### config.mk
export PLATFORM = sky130hd
export DESIGN_NAME = fixed_point_add_sequencer_flat
export DESIGN_NICKNAME = d
export VERILOG_FILES = /design/src/rtl/fixed_point_add_sequencer_if.sv /design/src/rtl/fixed_point_add_sequencer.sv /design/src/flat_wrapper.sv
export SDC_FILE = /design/constraint.sdc
export NUM_CORES = 1
export LEC_CHECK = 0
export CORE_MARGIN = 5
export CORE_UTILIZATION = 35
export CTS_BUF_LIST = sky130_fd_sc_hd__clkbuf_4
export DETAILED_ROUTE_END_ITERATION = 8
export GPL_TIMING_DRIVEN = 0
export PLACE_DENSITY = 0.75
export SLEW_MARGIN = 30
export SYNTH_ARGS = -nofsm -noshare
export SYNTH_HDL_FRONTEND = slang
export SYNTH_SLANG_ARGS = --single-unit
### constraint.sdc
create_clock -name clk -period 20.5 [get_ports clk]
set_input_delay 4.1 -clock clk [delete_from_list [all_inputs] [get_ports clk]]
set_output_delay 4.1 -clock clk [all_outputs]
set_load 0.1 [all_outputs]
### src/rtl/fixed_point_add_sequencer_if.sv
// Valid/ready bundle between a wide-operand requester and the add sequencer.
//   req_valid/req_ready : request handshake, requester -> sequencer
//   req_a/req_b         : W-bit operands, W = N*K
//   req_ci/req_sub      : carry (borrow) in, subtract select
//   rsp_valid/rsp_ready : response handshake, sequencer -> consumer
//   rsp_sum/rsp_co/rsp_ovf : W-bit result, carry out, signed overflow
// master = requester/consumer side, slave = sequencer side.
interface fixed_point_add_sequencer_if #(
    parameter int N = 32,
    parameter int K = 4
);
    localparam int W = N * K;

    logic         req_valid;
    logic         req_ready;
    logic [W-1:0] req_a;
    logic [W-1:0] req_b;
    logic         req_ci;
    logic         req_sub;
    logic         rsp_valid;
    logic         rsp_ready;
    logic [W-1:0] rsp_sum;
    logic         rsp_co;
    logic         rsp_ovf;

    modport master (
        output req_valid, req_a, req_b, req_ci, req_sub, rsp_ready,
        input  req_ready, rsp_valid, rsp_sum, rsp_co, rsp_ovf
    );

    modport slave (
        input  req_valid, req_a, req_b, req_ci, req_sub, rsp_ready,
        output req_ready, rsp_valid, rsp_sum, rsp_co, rsp_ovf
    );
endinterface

### src/rtl/fixed_point_add_sequencer.sv
// Wide (N*K-bit) adder built from one shared N-bit adder slice, stepped
// over K cycles with the carry chained through a register.
// Ports:
//   clk   : clock, rising edge
//   rst_n : asynchronous active-low reset
//   bus   : fixed_point_add_sequencer_if.slave (request/response handshakes)
// Optional feature: define ADD_SEQ_SUB_EN to honour req_sub (A + ~B + ~ci).
// Without it req_sub is ignored and no inversion logic is built.
module fixed_point_add_sequencer #(
    parameter int N = 32,
    parameter int K = 4
) (
    input  logic                          clk,
    input  logic                          rst_n,
    fixed_point_add_sequencer_if.slave    bus
);
    localparam int W  = N * K;
    localparam int IW = (K > 1) ? $clog2(K) : 1;
    localparam logic [IW-1:0] LAST_IDX = IW'(K - 1);

    typedef enum logic [1:0] {IDLE, RUN, DONE} state_t;

    state_t               r_state;
    state_t               w_state_nxt;
    logic [IW-1:0]        r_idx;
    logic [K-1:0][N-1:0]  r_a;
    logic [K-1:0][N-1:0]  r_b;
    logic [K-1:0][N-1:0]  r_sum;
    logic                 r_carry;
    logic                 r_req_ready;
    logic                 r_rsp_valid;
    logic                 r_co;
    logic                 r_ovf;

    logic                 w_accept;
    logic                 w_last;
    logic [N-1:0]         w_slice_sum;
    logic                 w_slice_co;
    logic [W-1:0]         w_b_in;
    logic                 w_ci_in;

`ifdef ADD_SEQ_SUB_EN
    // Subtraction as A + ~B + ~ci, so carry out = 1 means no borrow.
    assign w_b_in  = bus.req_sub ? ~bus.req_b : bus.req_b;
    assign w_ci_in = bus.req_ci ^ bus.req_sub;
`else
    assign w_b_in  = bus.req_b;
    assign w_ci_in = bus.req_ci;
`endif

    assign w_accept = (r_state == IDLE) && r_req_ready && bus.req_valid;
    assign w_last   = (r_idx == LAST_IDX);

    // The one shared slice adder.
    assign {w_slice_co, w_slice_sum} = {1'b0, r_a[r_idx]} + {1'b0, r_b[r_idx]}
                                     + {{N{1'b0}}, r_carry};

    always_comb begin
        w_state_nxt = r_state;
        case (r_state)
            IDLE:    if (w_accept) w_state_nxt = RUN;
            RUN:     if (w_last) w_state_nxt = DONE;
            DONE:    if (bus.rsp_ready) w_state_nxt = IDLE;
            default: w_state_nxt = IDLE;
        endcase
    end

    always_ff @(posedge clk or negedge rst_n) begin
        if (!rst_n) r_state <= IDLE;
        else        r_state <= w_state_nxt;
    end

    always_ff @(posedge clk or negedge rst_n) begin
        if (!rst_n) begin
            r_idx       <= '0;
            r_carry     <= 1'b0;
            r_req_ready <= 1'b0;
            r_rsp_valid <= 1'b0;
            r_sum       <= '0;
            r_co        <= 1'b0;
            r_ovf       <= 1'b0;
        end else begin
            case (r_state)
                IDLE: begin
                    // Raises req_ready on the first edge out of reset too.
                    r_req_ready <= !w_accept;
                    if (w_accept) begin
                        r_carry <= w_ci_in;
                        r_idx   <= '0;
                    end
                end
                RUN: begin
                    r_sum[r_idx] <= w_slice_sum;
                    r_carry      <= w_slice_co;
                    if (w_last) begin
                        r_co        <= w_slice_co;
                        // Sign of the result comes straight from this slice.
                        r_ovf       <= (r_a[K-1][N-1] == r_b[K-1][N-1]) &&
                                       (w_slice_sum[N-1] != r_a[K-1][N-1]);
                        r_rsp_valid <= 1'b1;
                    end else begin
                        r_idx <= r_idx + IW'(1);
                    end
                end
                DONE: begin
                    if (bus.rsp_ready) begin
                        r_rsp_valid <= 1'b0;
                        r_req_ready <= 1'b1;
                    end
                end
                default: ;
            endcase
        end
    end

    // Operand registers need no reset: only read after an accept loads them.
    always_ff @(posedge clk) begin
        if (w_accept) begin
            r_a <= bus.req_a;
            r_b <= w_b_in;
        end
    end

    assign bus.req_ready = r_req_ready;
    assign bus.rsp_valid = r_rsp_valid;
    assign bus.rsp_sum   = r_sum;
    assign bus.rsp_co    = r_co;
    assign bus.rsp_ovf   = r_ovf;
endmodule

### src/flat_wrapper.sv
// flat-port wrapper written by rule: the top's interface ports become plain ports
module fixed_point_add_sequencer_flat 
#(
    parameter int N = 32,
    parameter int K = 4
)
  (clk, rst_n, bus_req_valid, bus_req_a, bus_req_b, bus_req_ci, bus_req_sub, bus_rsp_ready, bus_req_ready, bus_rsp_valid, bus_rsp_sum, bus_rsp_co, bus_rsp_ovf);
  fixed_point_add_sequencer_if #(.N(N), .K(K)) bus_i ();
  input  logic clk;
  input  logic rst_n;
  input wire logic [$bits(bus_i.req_valid)-1:0] bus_req_valid;
  input wire logic [$bits(bus_i.req_a)-1:0] bus_req_a;
  input wire logic [$bits(bus_i.req_b)-1:0] bus_req_b;
  input wire logic [$bits(bus_i.req_ci)-1:0] bus_req_ci;
  input wire logic [$bits(bus_i.req_sub)-1:0] bus_req_sub;
  input wire logic [$bits(bus_i.rsp_ready)-1:0] bus_rsp_ready;
  output wire logic [$bits(bus_i.req_ready)-1:0] bus_req_ready;
  output wire logic [$bits(bus_i.rsp_valid)-1:0] bus_rsp_valid;
  output wire logic [$bits(bus_i.rsp_sum)-1:0] bus_rsp_sum;
  output wire logic [$bits(bus_i.rsp_co)-1:0] bus_rsp_co;
  output wire logic [$bits(bus_i.rsp_ovf)-1:0] bus_rsp_ovf;
  assign bus_i.req_valid = bus_req_valid;
  assign bus_i.req_a = bus_req_a;
  assign bus_i.req_b = bus_req_b;
  assign bus_i.req_ci = bus_req_ci;
  assign bus_i.req_sub = bus_req_sub;
  assign bus_i.rsp_ready = bus_rsp_ready;
  assign bus_req_ready = bus_i.req_ready;
  assign bus_rsp_valid = bus_i.rsp_valid;
  assign bus_rsp_sum = bus_i.rsp_sum;
  assign bus_rsp_co = bus_i.rsp_co;
  assign bus_rsp_ovf = bus_i.rsp_ovf;
  fixed_point_add_sequencer #(.N(N), .K(K)) u_core (.clk(clk), .rst_n(rst_n), .bus(bus_i));
endmodule
==> impl_metrics.csv, run 1 <==
group,metric,value,unit
clocking,cts.repair.resized,0,
synth,synth_cells,1001,
floorplanning,dieArea,49050,sq um
floorplanning,fp.coreArea,44220,sq um
worst_hold_path,hp-start,"u_core.bus.rsp_sum[116]",
grt,grt_start_max_net_pins,88,
setup_path,worstPathMaxFanout,2,
routing,wire_per_inst,21.02,microns
clocking,cts_hold_buf,0,
synth,yosys.area_share.simple,5.188,%
setup_path,cp-start-kind,"flop",
clocking,path_clk_slew,0.06,ns
timing,fin_crit,6.473,ns
synth,synthArstFlopShare,34.86,%
setup_path,required,16.40,ns
clocking,root_buffer,"clkbuf_4",
synth,synth_area_per_cell,15.64,sq um
cells_and_area,final_cells,2182,
setup_path,arrival,2.37,ns
timing,rsz0062_at_grt,"false",
setup_path,crit_family,"buffers and inverters",
routing,drc,0,
setup_path,max_stage_delay,1.17,ns
clocking,cts_sinks,393,
routing,viasPerCell,4.881,
synth,yosysSeqAreaShare,71.02,%
floorplanning,start_util,35.40,%
synth,synth_cell_types,50,
timing,skew,0.06838,ns
setup_path,path_class,"reg -> out",
place,place_inst,2004,
synth,synth_edf_count,256,
job,maxCapViolCount,0,
grt,antenna_found_initial,4,
floorplanning,dieWidth,221.5,microns
cells_and_area,fin_nets,1815,
timing,fmax,0.1545,GHz
grt,grt_overflow,0,
grt,grt_pass1_wl,69320,microns
timing,hold_viol,0,
setup_path,crit_buf_inv,1,
routing,ant_nets,0,
setup_path,cpMaxStageDelayCell,"clkdlybuf4s50_1",
grt,groute.usage.overall,18.64,%
synth,synth_adder_area_share,3.054,%
routing,postRouteWirelength,45880,microns
routing,dr.pass1.iters,5,
routing,via_count,10650,
timing,worstMarginPinSlew,1.022,ns
floorplanning,rows,77,
timing,setup_viol,0,
setup_path,crit_start,"u_core.bus.rsp_sum[83]",
synth,synth_fp_nets,1300,
clocking,tritoncts,"built",
run_status,status,"complete, no violations",
floorplanning,pin_count,394,
synth,synth_compound_area_share,7.802,%
clocking,cts_setup_buffers,0,
setup_path,r2r_start,"u_core.r_idx[1]",
clocking,worstSkewPairLatency,0.80,ns
place,portBuffers,392,
synth,synth_area,15650,sq um
cells_and_area,area_delta_synth_final,38.42,%
worst_hold_path,hold_class,"reg -> reg",
cells_and_area,drive_above_1_share,20.37,%
timing,relSlewSlack,31.66,%
timing,min_period_over_period,31.58,%
cells_and_area,n_fill_cell,3791,
floorplanning,die_h,221.5,microns
routing,drt_iter0_drc,669,
clocking,htreeDepth,3,
synth,synth_top_family_by_area,"multiplexers",
synth,ys.flop_type,"edfxtp_1",
setup_path,critPathCaptureType,"output pin",
synth,ys.warnings.count,0,
setup_path,cp_cell_sequence,"clkdlybuf4s50_1",
timing,maxSlewViolCount,0,
place,dpl.hpwl,35710,microns
grt,grt_pass1_vias,11480,
timing,setup_tns,0,ns
synth,ys_seq_elements,393,
synth,synthXorXnorAreaFrac,1.671,%
clocking,cts_buffers,102,
place,place_congestion,0.8496,
synth,synthMuxAreaShare,9.920,%
clocking,cts_max_path_buffers,3,
[cells by family (layout without fill, tap and decap cells)]
group / count (synthesis) / in the layout
buffers and inverters: 56 / 641
and+or+nand+nor: 196 / 196
xor gates and xnor gates: 29 / 29
AOI/OAI and AO/OA: 216 / 216
adders and majority gates: 37 / 37
muxes: 74 / 74
DFF: 393 / 393
other: 0 / 4
[placed cells by master (no fill, tap or decap), drive strengths merged, types with 17 or more instances in the layout]
master,synthesis,final
clkdlybuf4s50,0,348
inv,15,18
o21ai,138,138
nor2,18,18
dfrtp,137,137
clkbuf,31,193
ha,35,35
edfxtp,256,256
buf,10,69
nand2,148,148
xnor2,17,17
mux4,64,64
a21oi,36,36
[cell usage after synthesis, types with 2 or more instances]
library cell | n | area share [%]
a211oi_1 | 2 | 0.096
nor3_1 | 5 | 0.16
inv_1 | 15 | 0.36
a21oi_1 | 34 | 1.1
ha_1 | 35 | 2.8
xnor2_1 | 17 | 0.95
xor2_1 | 11 | 0.62
nor2_1 | 18 | 0.43
and2_1 | 2 | 0.080
mux4_2 | 64 | 9.2
fa_1 | 2 | 0.26
o21a_1 | 5 | 0.24
o21ai_0 | 138 | 4.4
nor4_1 | 2 | 0.080
a31oi_1 | 3 | 0.12
nand3_1 | 9 | 0.29
nand2b_1 | 2 | 0.080
mux2_2 | 9 | 0.65
o21bai_1 | 6 | 0.29
clkbuf_1 | 31 | 0.74
and3_4 | 2 | 0.14
a21o_1 | 9 | 0.43
edfxtp_1 | 256 | 49
a21oi_2 | 2 | 0.11
nand2_1 | 148 | 3.5
a221o_1 | 2 | 0.13
o22ai_1 | 2 | 0.080
or2_2 | 3 | 0.12
o31ai_1 | 2 | 0.096
buf_1 | 9 | 0.22
dfrtp_1 | 137 | 22
[state kept, by name, indices dropped and copies added (netlist names)]
name / flops
u_core.r_idx: 2
u_core.bus.req_ready: 1
u_core.bus.rsp_co: 1
u_core.bus.rsp_sum: 128
u_core.r_a: 128
u_core.bus.rsp_valid: 1
u_core.r_carry: 1
u_core.bus.rsp_ovf: 1
u_core.r_b: 128
u_core.r_state: 2
[final timing paths]
check	slack (ns)	to	cells after the start
worst max-delay path	14.03	bus_rsp_sum[83]	1
worst min-delay path	0.48	u_core.bus.rsp_sum[116]	2
worst max register to register	15.04	u_core.bus.rsp_sum[124]	13
worst min register to register	0.48	u_core.bus.rsp_sum[116]	2
max in group asynchronous	16.51	u_core.bus.rsp_sum[117]	2
min in group asynchronous	3.19	u_core.bus.rsp_sum[102]	1
[stage by stage]
| stage | hold slack [ns] | worst slack [ns] | util [%] | instance area [sq um] |
|---|---|---|---|---|
| 2_1_floorplan | 0.4985 | 5.293 | - | 15660 |
| 3_3_place_gp | 0.4627 | 1.725 | 45.96 | 20320 |
| 3_5_place_dp | 0.4669 | 14.16 | 46.09 | 20380 |
| 4_1_cts | 0.4806 | 13.89 | 48.98 | 21660 |
| 5_1_grt | 0.5075 | 13.91 | 48.98 | 21660 |
| 6_report | 0.4785 | 14.03 | 48.99 | 21670 |
[area by class of cell]
class	count	area [sq um]	share of cell area, %
flip-flops and latches	393	11120	51.31
inverters	15	56.30	0.2599
multi-input cells	552	4337	20.02
diodes	4	10.01	0.04620
well taps	592	740.7	3.419
clock inverters	16	92.59	0.4274
plain buffers	41	161.4	0.7450
repair buffers	411	3966	18.31
clock buffers	158	1186	5.475
[layer usage]
layer / track usage, % / routed length [microns] / vias up
li1: - / - / 4875
met1: 22.35 / 17980 / 5232
met2: 31.02 / 22630 / 452
met3: 5.977 / 3573 / 89
met4: 8.272 / 1673 / 2
met5: 0 / 18 / -
Power of run 1 is not shown: default switching activity piles up to over one toggle a cycle in this logic, so the estimate is an artifact.
==> run 2, diff against run 1 <==
PLACE_DENSITY = 0.72   (was 0.75)
clock period = 6.4 ns   (was 20.5 ns; I/O delays follow)
==> impl_metrics.csv, run 2 (synthesis results as in run 1) <==
group,metric,value,unit
setup_path,path_class,"reg -> reg",
run_status,status,"complete, no violations",
place,preCtsSetupSlack,0.9160,ns
place,portBuffers,392,
timing,skew,0.06303,ns
timing,setup_viol,0,
cells_and_area,final_common_cell,"clkdlybuf4s50_1",
routing,ant_nets,0,
job,maxCapViolCount,0,
setup_path,max_stage_delay,0.72,ns
clocking,cts.repair.resized,0,
setup_path,crit_top_cell,"clkbuf_1",
routing,viasPerCell,4.801,
routing,via_count,10460,
cells_and_area,multi_input_area,4357,sq um
clocking,tritoncts,"built",
clocking,root_buffer,"clkbuf_4",
timing,layout_setup_ws,0.9834,ns
place,placed_area,20430,sq um
clocking,htreeDepth,3,
cells_and_area,n_fill_cell,3776,
timing,worstMarginPinSlew,1.020,ns
timing,min_period_over_period,84.63,%
grt,grt_pass1_vias,11450,
routing,postRouteWirelength,46140,microns
routing,wire_per_inst,21.18,microns
timing,hold_viol,0,
grt,groute.usage.overall,18.64,%
timing,relSlewSlack,31.79,%
setup_path,cpMaxStageDelayCell,"clkbuf_1",
setup_path,cp-start-kind,"flop",
setup_path,required,7.08,ns
clocking,cts_setup_buffers,0,
grt,grt_start_max_net_pins,83,
clocking,cts_max_path_buffers,3,
cells_and_area,mostFrequentLayoutCells,"clkdlybuf4s50_1 (347), edfxtp_1 (256), nand2_1 (147), clkbuf_4 (139), o21ai_0 (138)",
clocking,cts_hold_buf,0,
cells_and_area,seqCellArea,11120,sq um
routing,drt_iter0_drc,846,
worst_hold_path,hold_class,"in -> async",
place,place_congestion,0.8108,
floorplanning,dieArea,49050,sq um
cells_and_area,fin_nets,1812,
floorplanning,start_util,35.40,%
clocking,cts_buffers,98,
setup_path,arrival,6.09,ns
timing,fmax,0.1846,GHz
place,dpl.hpwl,35740,microns
setup_path,worstPathMaxFanout,10,
setup_path,cp_cell_sequence,"clkbuf_1, clkbuf_1, mux4_2, ha_1, nand3_1, nor4_1, o21a_1, o31ai_4, o22ai_1, nor2_1, o31ai_1, xnor2_1, o21ai_0",
grt,grt_pass1_wl,68990,microns
cells_and_area,stdcell_area,21690,sq um
grt,grt_overflow,0,
cells_and_area,fin_util,49.04,%
cells_and_area,drive_above_1_share,19.33,%
timing,rsz0062_at_grt,"false",
timing,maxSlewViolCount,0,
floorplanning,pin_count,394,
clocking,worstSkewPairLatency,0.85,ns
cells_and_area,area_delta_synth_final,38.55,%
timing,fin_crit,5.417,ns
floorplanning,die_h,221.5,microns
floorplanning,dieWidth,221.5,microns
routing,drc,0,
setup_path,critPathCaptureType,"flop",
grt,antenna_found_initial,4,
floorplanning,rows,77,
clocking,cts_sinks,393,
routing,dr.pass1.iters,6,
clocking,path_clk_slew,0.07,ns
floorplanning,fp.coreArea,44220,sq um
[run 2: cell count changes in the layout (fill, tap and decap cells not counted), sizes merged]
cell / change
clkinv: +7
bufinv: +3
diode: +5
clkdlybuf4s50: -1
buf: +3
inv: -1
clkbuf: -20
clkinvlp: +1
[run 2: metal layers]
metal	vias to the layer above	GRT usage [%]	share of wire (%)
li1	4864	-	-
met1	5142	22.76	41
met2	384	31.05	50
met3	70	6.759	6.9
met4	2	6.045	2.7
met5	-	0	0.028
[run 2: critical path, delay by kind of cell (launching register included)]
family / cells / cell delay [ns]
buf+inv: 2 / 1.35
mux: 1 / 0.44
simple gates: 3 / 0.96
xor+xnor: 1 / 0.31
fa+ha+maj: 1 / 0.43
flops: 1 / 0.47
compound gates: 5 / 1.29
[run 2: area by class of cell]
cell class	instances	area share, %
flip-flops and latches	393	51.26
multi-input cells	552	20.09
repair buffers	412	18.37
clock buffers	139	4.812
well taps	592	3.415
clock inverters	26	0.9577
plain buffers	41	0.7385
inverters	15	0.2596
diodes	9	0.1038
[run 2: through the flow]
| step | cells | hold slack, ns | setup TNS [ns] |
|---|---|---|---|
| floorplan | 1001 | 0.5335 | -414.41 |
| global placement | 1985 | 0.4628 | -1213.60 |
| detailed placement | 2005 | 0.4657 | 0 |
| CTS | 2170 | 0.2628 | 0 |
| global route | 2176 | 0.2936 | 0 |
| finish | 2179 | 0.3708 | 0 |
[run 2: worst paths after layout]
path                                   startpoint                      end  slack [ns]  depth (start not counted)
setup / recovery                  u_core.r_idx[1]   u_core.bus.rsp_sum[27]        0.98                         13
hold / removal                              rst_n  u_core.bus.rsp_sum[122]        0.37                          1
setup reg to reg                  u_core.r_idx[1]   u_core.bus.rsp_sum[27]        0.98                         13
hold reg to reg            u_core.bus.rsp_sum[13]   u_core.bus.rsp_sum[13]        0.48                          2
max in group asynchronous                   rst_n   u_core.bus.rsp_sum[71]        5.26                          2
min in group clk           u_core.bus.rsp_sum[13]   u_core.bus.rsp_sum[13]        0.48                          2
Power of run 2 is left out for the same reason.
